--- config.mk ---
export PLATFORM = sky130hd
export DESIGN_NAME = matrix_alu_sequencer
export DESIGN_NICKNAME = d
export VERILOG_FILES = /design/src/rtl/matrix_alu_pkg.sv /design/src/rtl/matrix_row_bank.sv /design/src/rtl/matrix_alu_sequencer.sv
export SDC_FILE = /design/constraint.sdc
export NUM_CORES = 2
export LEC_CHECK = 0
export ABC_CLOCK_PERIOD_IN_PS = 3900
export CAP_MARGIN = 20
export CORE_ASPECT_RATIO = 1.2
export CORE_MARGIN = 10
export CORE_UTILIZATION = 61
export DETAILED_ROUTE_END_ITERATION = 16
export PLACE_DENSITY = 0.85
export SLEW_MARGIN = 20
export SYNTH_ARGS = -nofsm -noshare
export SYNTH_HDL_FRONTEND = slang
export SYNTH_SLANG_ARGS = --single-unit
--- constraint.sdc ---
create_clock -name Clock -period 3.9 [get_ports Clock]
set_input_delay 0.39 -clock Clock [delete_from_list [all_inputs] [get_ports Clock]]
set_output_delay 0.39 -clock Clock [all_outputs]
set_load 0.03 [all_outputs]
--- src/rtl/matrix_alu_pkg.sv ---
// Shared constants and state encoding for the matrix ALU sequencer.
// Operation codes, error codes and the sequencer state type.
package matrix_alu_pkg;

  localparam int DATA_W_DEF = 32;

  localparam logic [2:0] OPC_IDLE = 3'b000;
  localparam logic [2:0] OPC_ADD  = 3'b001;
  localparam logic [2:0] OPC_SUB  = 3'b011;

  localparam logic [1:0] ERR_NONE    = 2'b00;
  localparam logic [1:0] ERR_ALU     = 2'b01;
  localparam logic [1:0] ERR_TIMEOUT = 2'b10;
  localparam logic [1:0] ERR_ILLEGAL = 2'b11;

  typedef enum logic [2:0] {
    S_IDLE,
    S_ISSUE,
    S_WAIT,
    S_RELEASE,
    S_FINISH,
    S_ABORT
  } seq_state_t;

endpackage

--- src/rtl/matrix_row_bank.sv ---
// 4-row x 4-element register file: one synchronous write port, one
// combinational read port, synchronous clear.
module matrix_row_bank #(
  parameter int DATA_W = 32
) (
  input  logic                   clk,
  input  logic                   rst,
  input  logic                   wr_en,
  input  logic [1:0]             wr_row,
  input  logic [3:0][DATA_W-1:0] wr_data,
  input  logic [1:0]             rd_row,
  output logic [3:0][DATA_W-1:0] rd_data
);

  logic [3:0][3:0][DATA_W-1:0] mem;

  always_ff @(posedge clk) begin
    if (rst) begin
      mem <= '0;
    end else if (wr_en) begin
      mem[wr_row] <= wr_data;
    end
  end

  assign rd_data = mem[rd_row];

endmodule

--- src/rtl/matrix_alu_sequencer.sv ---
// Issues one ALU operation per row of two 4x4 operand matrices and
// collects the returned rows into a result matrix.
//
// state   | meaning
// IDLE    | waiting for Start; operand loads accepted
// ISSUE   | present row operands and opcode for one cycle
// WAIT    | hold operands, wait for ALU Done/Error or timeout
// RELEASE | Operation back to idle until the ALU drops Done
// FINISH  | one-cycle Done pulse
// ABORT   | one cycle with Operation idle after an error
module matrix_alu_sequencer
  import matrix_alu_pkg::*;
#(
  parameter int         DATA_W  = DATA_W_DEF,
  parameter int         TIMEOUT = 64,
  parameter logic [2:0] OP_IDLE = OPC_IDLE
) (
  input  logic                     Clock,
  input  logic                     ClearAll,
  input  logic                     Start,
  input  logic [2:0]               OpCode,
  input  logic                     LoadEnable,
  input  logic                     LoadMatrix,
  input  logic [1:0]               LoadRow,
  input  logic signed [DATA_W-1:0] LoadData1,
  input  logic signed [DATA_W-1:0] LoadData2,
  input  logic signed [DATA_W-1:0] LoadData3,
  input  logic signed [DATA_W-1:0] LoadData4,
  input  logic [1:0]               ReadRow,
  output logic signed [DATA_W-1:0] ReadData1,
  output logic signed [DATA_W-1:0] ReadData2,
  output logic signed [DATA_W-1:0] ReadData3,
  output logic signed [DATA_W-1:0] ReadData4,
  output logic [2:0]               Operation,
  output logic signed [DATA_W-1:0] ColumnA1,
  output logic signed [DATA_W-1:0] ColumnA2,
  output logic signed [DATA_W-1:0] ColumnA3,
  output logic signed [DATA_W-1:0] ColumnA4,
  output logic signed [DATA_W-1:0] ColumnB1,
  output logic signed [DATA_W-1:0] ColumnB2,
  output logic signed [DATA_W-1:0] ColumnB3,
  output logic signed [DATA_W-1:0] ColumnB4,
  input  logic                     AluDone,
  input  logic                     AluError,
  input  logic signed [DATA_W-1:0] NewColumn1,
  input  logic signed [DATA_W-1:0] NewColumn2,
  input  logic signed [DATA_W-1:0] NewColumn3,
  input  logic signed [DATA_W-1:0] NewColumn4,
  output logic                     Busy,
  output logic                     Done,
  output logic                     Error,
  output logic [1:0]               ErrorCode
);

  localparam int CNT_W = (TIMEOUT > 1) ? $clog2(TIMEOUT) : 1;

  seq_state_t       state, state_n;
  logic [1:0]       row, row_n;
  logic [CNT_W-1:0] cnt, cnt_n;
  logic [2:0]       op_q, op_n;
  logic             err_q, err_n;
  logic [1:0]       code_q, code_n;

  logic [3:0][DATA_W-1:0] load_row, a_row, b_row, alu_row, res_row;
  logic                   a_we, b_we, res_we, drive;

  assign load_row = {LoadData4, LoadData3, LoadData2, LoadData1};
  assign alu_row  = {NewColumn4, NewColumn3, NewColumn2, NewColumn1};

  // Operands are frozen while a run is in progress.
  assign a_we   = LoadEnable && (state == S_IDLE) && !LoadMatrix;
  assign b_we   = LoadEnable && (state == S_IDLE) &&  LoadMatrix;
  assign res_we = (state == S_WAIT) && !AluError && AluDone;

  matrix_row_bank #(.DATA_W(DATA_W)) u_bank_a (
    .clk(Clock), .rst(ClearAll), .wr_en(a_we), .wr_row(LoadRow),
    .wr_data(load_row), .rd_row(row), .rd_data(a_row)
  );

  matrix_row_bank #(.DATA_W(DATA_W)) u_bank_b (
    .clk(Clock), .rst(ClearAll), .wr_en(b_we), .wr_row(LoadRow),
    .wr_data(load_row), .rd_row(row), .rd_data(b_row)
  );

  matrix_row_bank #(.DATA_W(DATA_W)) u_bank_res (
    .clk(Clock), .rst(ClearAll), .wr_en(res_we), .wr_row(row),
    .wr_data(alu_row), .rd_row(ReadRow), .rd_data(res_row)
  );

  always_ff @(posedge Clock) begin
    if (ClearAll) begin
      state  <= S_IDLE;
      row    <= '0;
      cnt    <= '0;
      op_q   <= OP_IDLE;
      err_q  <= 1'b0;
      code_q <= ERR_NONE;
    end else begin
      state  <= state_n;
      row    <= row_n;
      cnt    <= cnt_n;
      op_q   <= op_n;
      err_q  <= err_n;
      code_q <= code_n;
    end
  end

  always_comb begin
    state_n = state;
    row_n   = row;
    cnt_n   = cnt;
    op_n    = op_q;
    err_n   = err_q;
    code_n  = code_q;
    case (state)
      S_IDLE: begin
        if (Start) begin
          if (OpCode == OP_IDLE) begin
            err_n  = 1'b1;
            code_n = ERR_ILLEGAL;
          end else begin
            op_n    = OpCode;
            err_n   = 1'b0;
            code_n  = ERR_NONE;
            row_n   = '0;
            state_n = S_ISSUE;
          end
        end
      end
      S_ISSUE: begin
        cnt_n   = '0;
        state_n = S_WAIT;
      end
      S_WAIT: begin
        if (AluError) begin
          err_n   = 1'b1;
          code_n  = ERR_ALU;
          state_n = S_ABORT;
        end else if (AluDone) begin
          state_n = S_RELEASE;
        end else if (cnt == CNT_W'(TIMEOUT - 1)) begin
          err_n   = 1'b1;
          code_n  = ERR_TIMEOUT;
          state_n = S_ABORT;
        end else begin
          cnt_n = cnt + 1'b1;
        end
      end
      S_RELEASE: begin
        if (!AluDone) begin
          if (row == 2'd3) begin
            state_n = S_FINISH;
          end else begin
            row_n   = row + 2'd1;
            state_n = S_ISSUE;
          end
        end
      end
      S_FINISH: state_n = S_IDLE;
      S_ABORT:  state_n = S_IDLE;
      default:  state_n = S_IDLE;
    endcase
  end

  // Operands and opcode are presented only while the ALU owns the row.
  assign drive     = (state == S_ISSUE) || (state == S_WAIT);
  assign Operation = drive ? op_q : OP_IDLE;
  assign ColumnA1  = drive ? a_row[0] : '0;
  assign ColumnA2  = drive ? a_row[1] : '0;
  assign ColumnA3  = drive ? a_row[2] : '0;
  assign ColumnA4  = drive ? a_row[3] : '0;
  assign ColumnB1  = drive ? b_row[0] : '0;
  assign ColumnB2  = drive ? b_row[1] : '0;
  assign ColumnB3  = drive ? b_row[2] : '0;
  assign ColumnB4  = drive ? b_row[3] : '0;

  assign ReadData1 = res_row[0];
  assign ReadData2 = res_row[1];
  assign ReadData3 = res_row[2];
  assign ReadData4 = res_row[3];

  assign Busy      = (state != S_IDLE);
  assign Done      = (state == S_FINISH);
  assign Error     = err_q;
  assign ErrorCode = code_q;

endmodule

==> run_results.csv <==
group,metric,value,unit
run_status,status,"finished clean",
timing,tns,0,ns
yosys,ys_types,45,
timing,setup_viol,0,
yosys,synth_edf_count,0,
critical_path,path_cells,"xor2_1 -> nand2b_4 -> buf_4 -> nor2b_1 -> clkdlybuf4s50_1",
critical_path,worstPathArrival,3.45,ns
critical_path,rr_endpoint,"u_bank_b.mem[405]",
cells_and_area,syn_to_final_growth,18.2,%
yosys,synth_top_cells_by_count,"nand2_1 (3079), dfxtp_1 (1553), a21oi_1 (1542)",
cts,clock_path_buffers,3,
yosys,netlist_instances,7681,
power,powerDensity,436,mW/mm^2
job,drv_cap,0,
power,peakVddDrop,0.471,mV
route,antenna_left,0,
timing,worst_slew_pin_slew,1.09,ns
yosys,ys_warn_count,0,
yosys,ys.flop_type,"dfxtp_1",
cts,htreeDepth,4,
cts,cts_buffers,151,
power,p_leak,24.4,nW
floorplan,fp-row-count,131,
critical_path,endpoint_kind,"primary output",
yosys,syn-mean-instance-area,8.46,um^2
cells_and_area,layout.nets,8125,
critical_path,cp.depth,5,
route,post_drt_wl_per_cell,21.9,um
yosys,syn_area,0.0650,mm^2
critical_path,crit_slowest_cell,"clkdlybuf4s50_1",
cts,cts_root_buf,"clkbuf_16",
global_route,grt_pass1_vias,56600,
cts,cts_sinks,1553,
route,first_iter_violations,7143,
placement,dp_hpwl,124000,um
yosys,synth_top_cell_area_share,47.8,%
yosys,ys_ff_latch,1553,
yosys,synthArstFlopShare,0,%
timing,fin_ws,0.0557,ns
timing,rsz0062_at_grt,"false",
critical_path,cp_num_buf_inv,2,
global_route,grtUsageTotal,32.5,%
yosys,synthTopCellsByArea,"dfxtp_1 (48%), nand2_1 (18%), mux4_2 (13%)",
yosys,yosysTopAreaCell,"dfxtp_1",
floorplan,coreArea,0.106,mm^2
cells_and_area,drive_gt1_share,9.77,%
critical_path,crit_start,"state[0]",
critical_path,slowest_delay,0.79,ns
hold_path,hold_path.class,"primary input to flip-flop",
yosys,synth.net_count,7956,
global_route,antenna_found_initial,64,
global_route,grt_pass1_wl,314000,um
route,dr_total_vias,57300,
floorplan,die_y,378,um
cts,cts_tree,"yes",
timing,final-max-slew-violation-count,0,
cells_and_area,fin_util,72.4,%
critical_path,rr_worst_depth,5,
critical_path,r2r-start,"state[0]",
critical_path,cp_top_family,"buffers and inverters",
critical_path,crit_fanout,38,
critical_path,start_kind,"flip-flop",
placement,dp_slack,0.689,ns
timing,hold_viol,0,
floorplan,io_pins,662,
route,viasPerCell,6.09,
route,drt-pass1-iter-count,6,
floorplan,die_area,0.120,mm^2
timing,fmax,260,MHz
yosys,yosysMostFrequentCell,"nand2_1",
power,p_total,33.5,mW
critical_path,r2r_setup_slack,1.20,ns
placement,gp_congestion,0.832,
yosys,seq_area_frac_synth,47.8,%
critical_path,cp-endpoint,"ColumnA3[15]",
global_route,grt_start_max_net_pins,154,
critical_path,required,3.51,ns
timing,skew,0.0204,ns
floorplan,die_w,318,um
placement,portBuffers,661,
cts,clkLatencyLatePin,0.79,ns
route,drt-total-wl,206000,um
global_route,grt_overflow,0,
timing,fin_crit_sh,98.6,%
critical_path,critPathKind,"flip-flop to primary output",
timing,slew_headroom,27.6,%
floorplan,start_util,61.3,%
cts,path_clk_slew,0.06,ns
route,drc,0,
cells_and_area,fillCellCount,7350,
timing,finalCriticalPeriod,3.84,ns
[what timing repair did]
item | 4_1_cts | 5_1_grt
buffers inserted | 1 | 1
hold buffers | 0 | 0
gates cloned | 0 | 0
endpoints found under the setup margin | 1 | 8
pin swaps | 0 | 0
gates resized for setup | 0 | 6
[flip-flops by register name (all words and copies together) (netlist names)]
| name | cells |
|---|---|
| Error | 1 |
| ErrorCode | 2 |
| cnt | 6 |
| op_q | 3 |
| row | 2 |
| state | 3 |
| u_bank_a.mem | 512 |
| u_bank_b.mem | 512 |
| u_bank_res.mem | 512 |
[area by class of cell]
type | count | area (um^2) | share of cell area [%]
flip-flops and latches | 1553 | 31100 | 40.5
repair buffers | 775 | 8350 | 10.9
clock buffers | 231 | 4580 | 5.96
well taps | 1396 | 1750 | 2.27
clock inverters | 44 | 473 | 0.616
diodes | 43 | 108 | 0.140
multi-input cells | 5359 | 30400 | 39.6
inverters | 10 | 37.5 | 0.0489
[worst min-delay path by stage]
stage	start	to	slack (ns)	cells past startpoint
2_1_floorplan	u_bank_a.mem[256]	u_bank_a.mem[256]	0.43	2
3_3_place_gp	u_bank_b.mem[226]	u_bank_b.mem[226]	0.44	2
3_5_place_dp	u_bank_res.mem[369]	u_bank_res.mem[369]	0.44	2
4_1_cts	ClearAll	u_bank_res.mem[79]	0.14	2
5_1_grt	ClearAll	u_bank_res.mem[79]	0.18	2
6_report	ClearAll	u_bank_res.mem[79]	0.13	2
[worst register-to-register path, delay by kind of cell (launching register included)]
family,cells,cell delay (ns)
simple gates,3,1.68
flops,1,0.44
buf+inv,1,0.36
compound gates,1,0.09
[kinds of logic (layout without fill, tap and decap cells)]
kind of cell | count (synthesis) | count (layout) | share of synthesized area [%]
AOI/OAI and AO/OA | 1563 | 1563 | 12.1
muxes | 388 | 388 | 13.4
xor gates and xnor gates | 1 | 1 | 0.0135
DFF | 1553 | 1553 | 47.8
adders and majority gates | 5 | 5 | 0.0963
other | 0 | 43 | 0
buffers and inverters | 769 | 1060 | 5.66
and+or+nand+nor | 3402 | 3402 | 20.9
[placed cells by master, fill, tap and decap left out, drive strengths merged, types with 3 or more instances in the layout]
| cell type | netlist | routed |
|---|---|---|
| diode | 0 | 43 |
| nor3 | 8 | 8 |
| a21oi | 1542 | 1542 |
| and3 | 7 | 7 |
| o21a | 4 | 4 |
| a311oi | 3 | 3 |
| nor2b | 256 | 256 |
| inv | 10 | 15 |
| clkinv | 0 | 28 |
| nand3 | 11 | 11 |
| clkbuf | 359 | 232 |
| buf | 400 | 116 |
| clkdlybuf4s50 | 0 | 658 |
| nand2 | 3079 | 3079 |
| or3 | 8 | 8 |
| bufinv | 0 | 7 |
| dfxtp | 1553 | 1553 |
| nand2b | 7 | 7 |
| nor2 | 12 | 12 |
| clkinvlp | 0 | 4 |
| ha | 5 | 5 |
| mux4 | 384 | 384 |
| mux2i | 4 | 4 |
[metrics by stage]
| stage | area [um^2] | std cells | hold WS [ns] |
|---|---|---|---|
| floorplan | 65000 | 7681 | 0.433 |
| global route | 76800 | 9408 | 0.179 |
| CTS | 76700 | 9367 | 0.137 |
| global placement | 71600 | 9091 | 0.438 |
| detailed placement | 71600 | 9091 | 0.443 |
| finish | 76800 | 9411 | 0.128 |
[layer usage]
metal	track usage, %	share of wire (%)	wire length (um)
met1	38.2	36	73400
met2	51.6	47	97400
met3	8.11	11	21700
met4	23.5	6.3	13100
met5	0	0.13	272
[power breakdown]
part           total (mW)  switching, mW  internal [mW]
registers            16.3          0.139           16.1
clock network        14.9           6.28           8.58
logic                2.37           1.58          0.794
total                33.5           8.00           25.5
(Power assumes the default switching activity.)
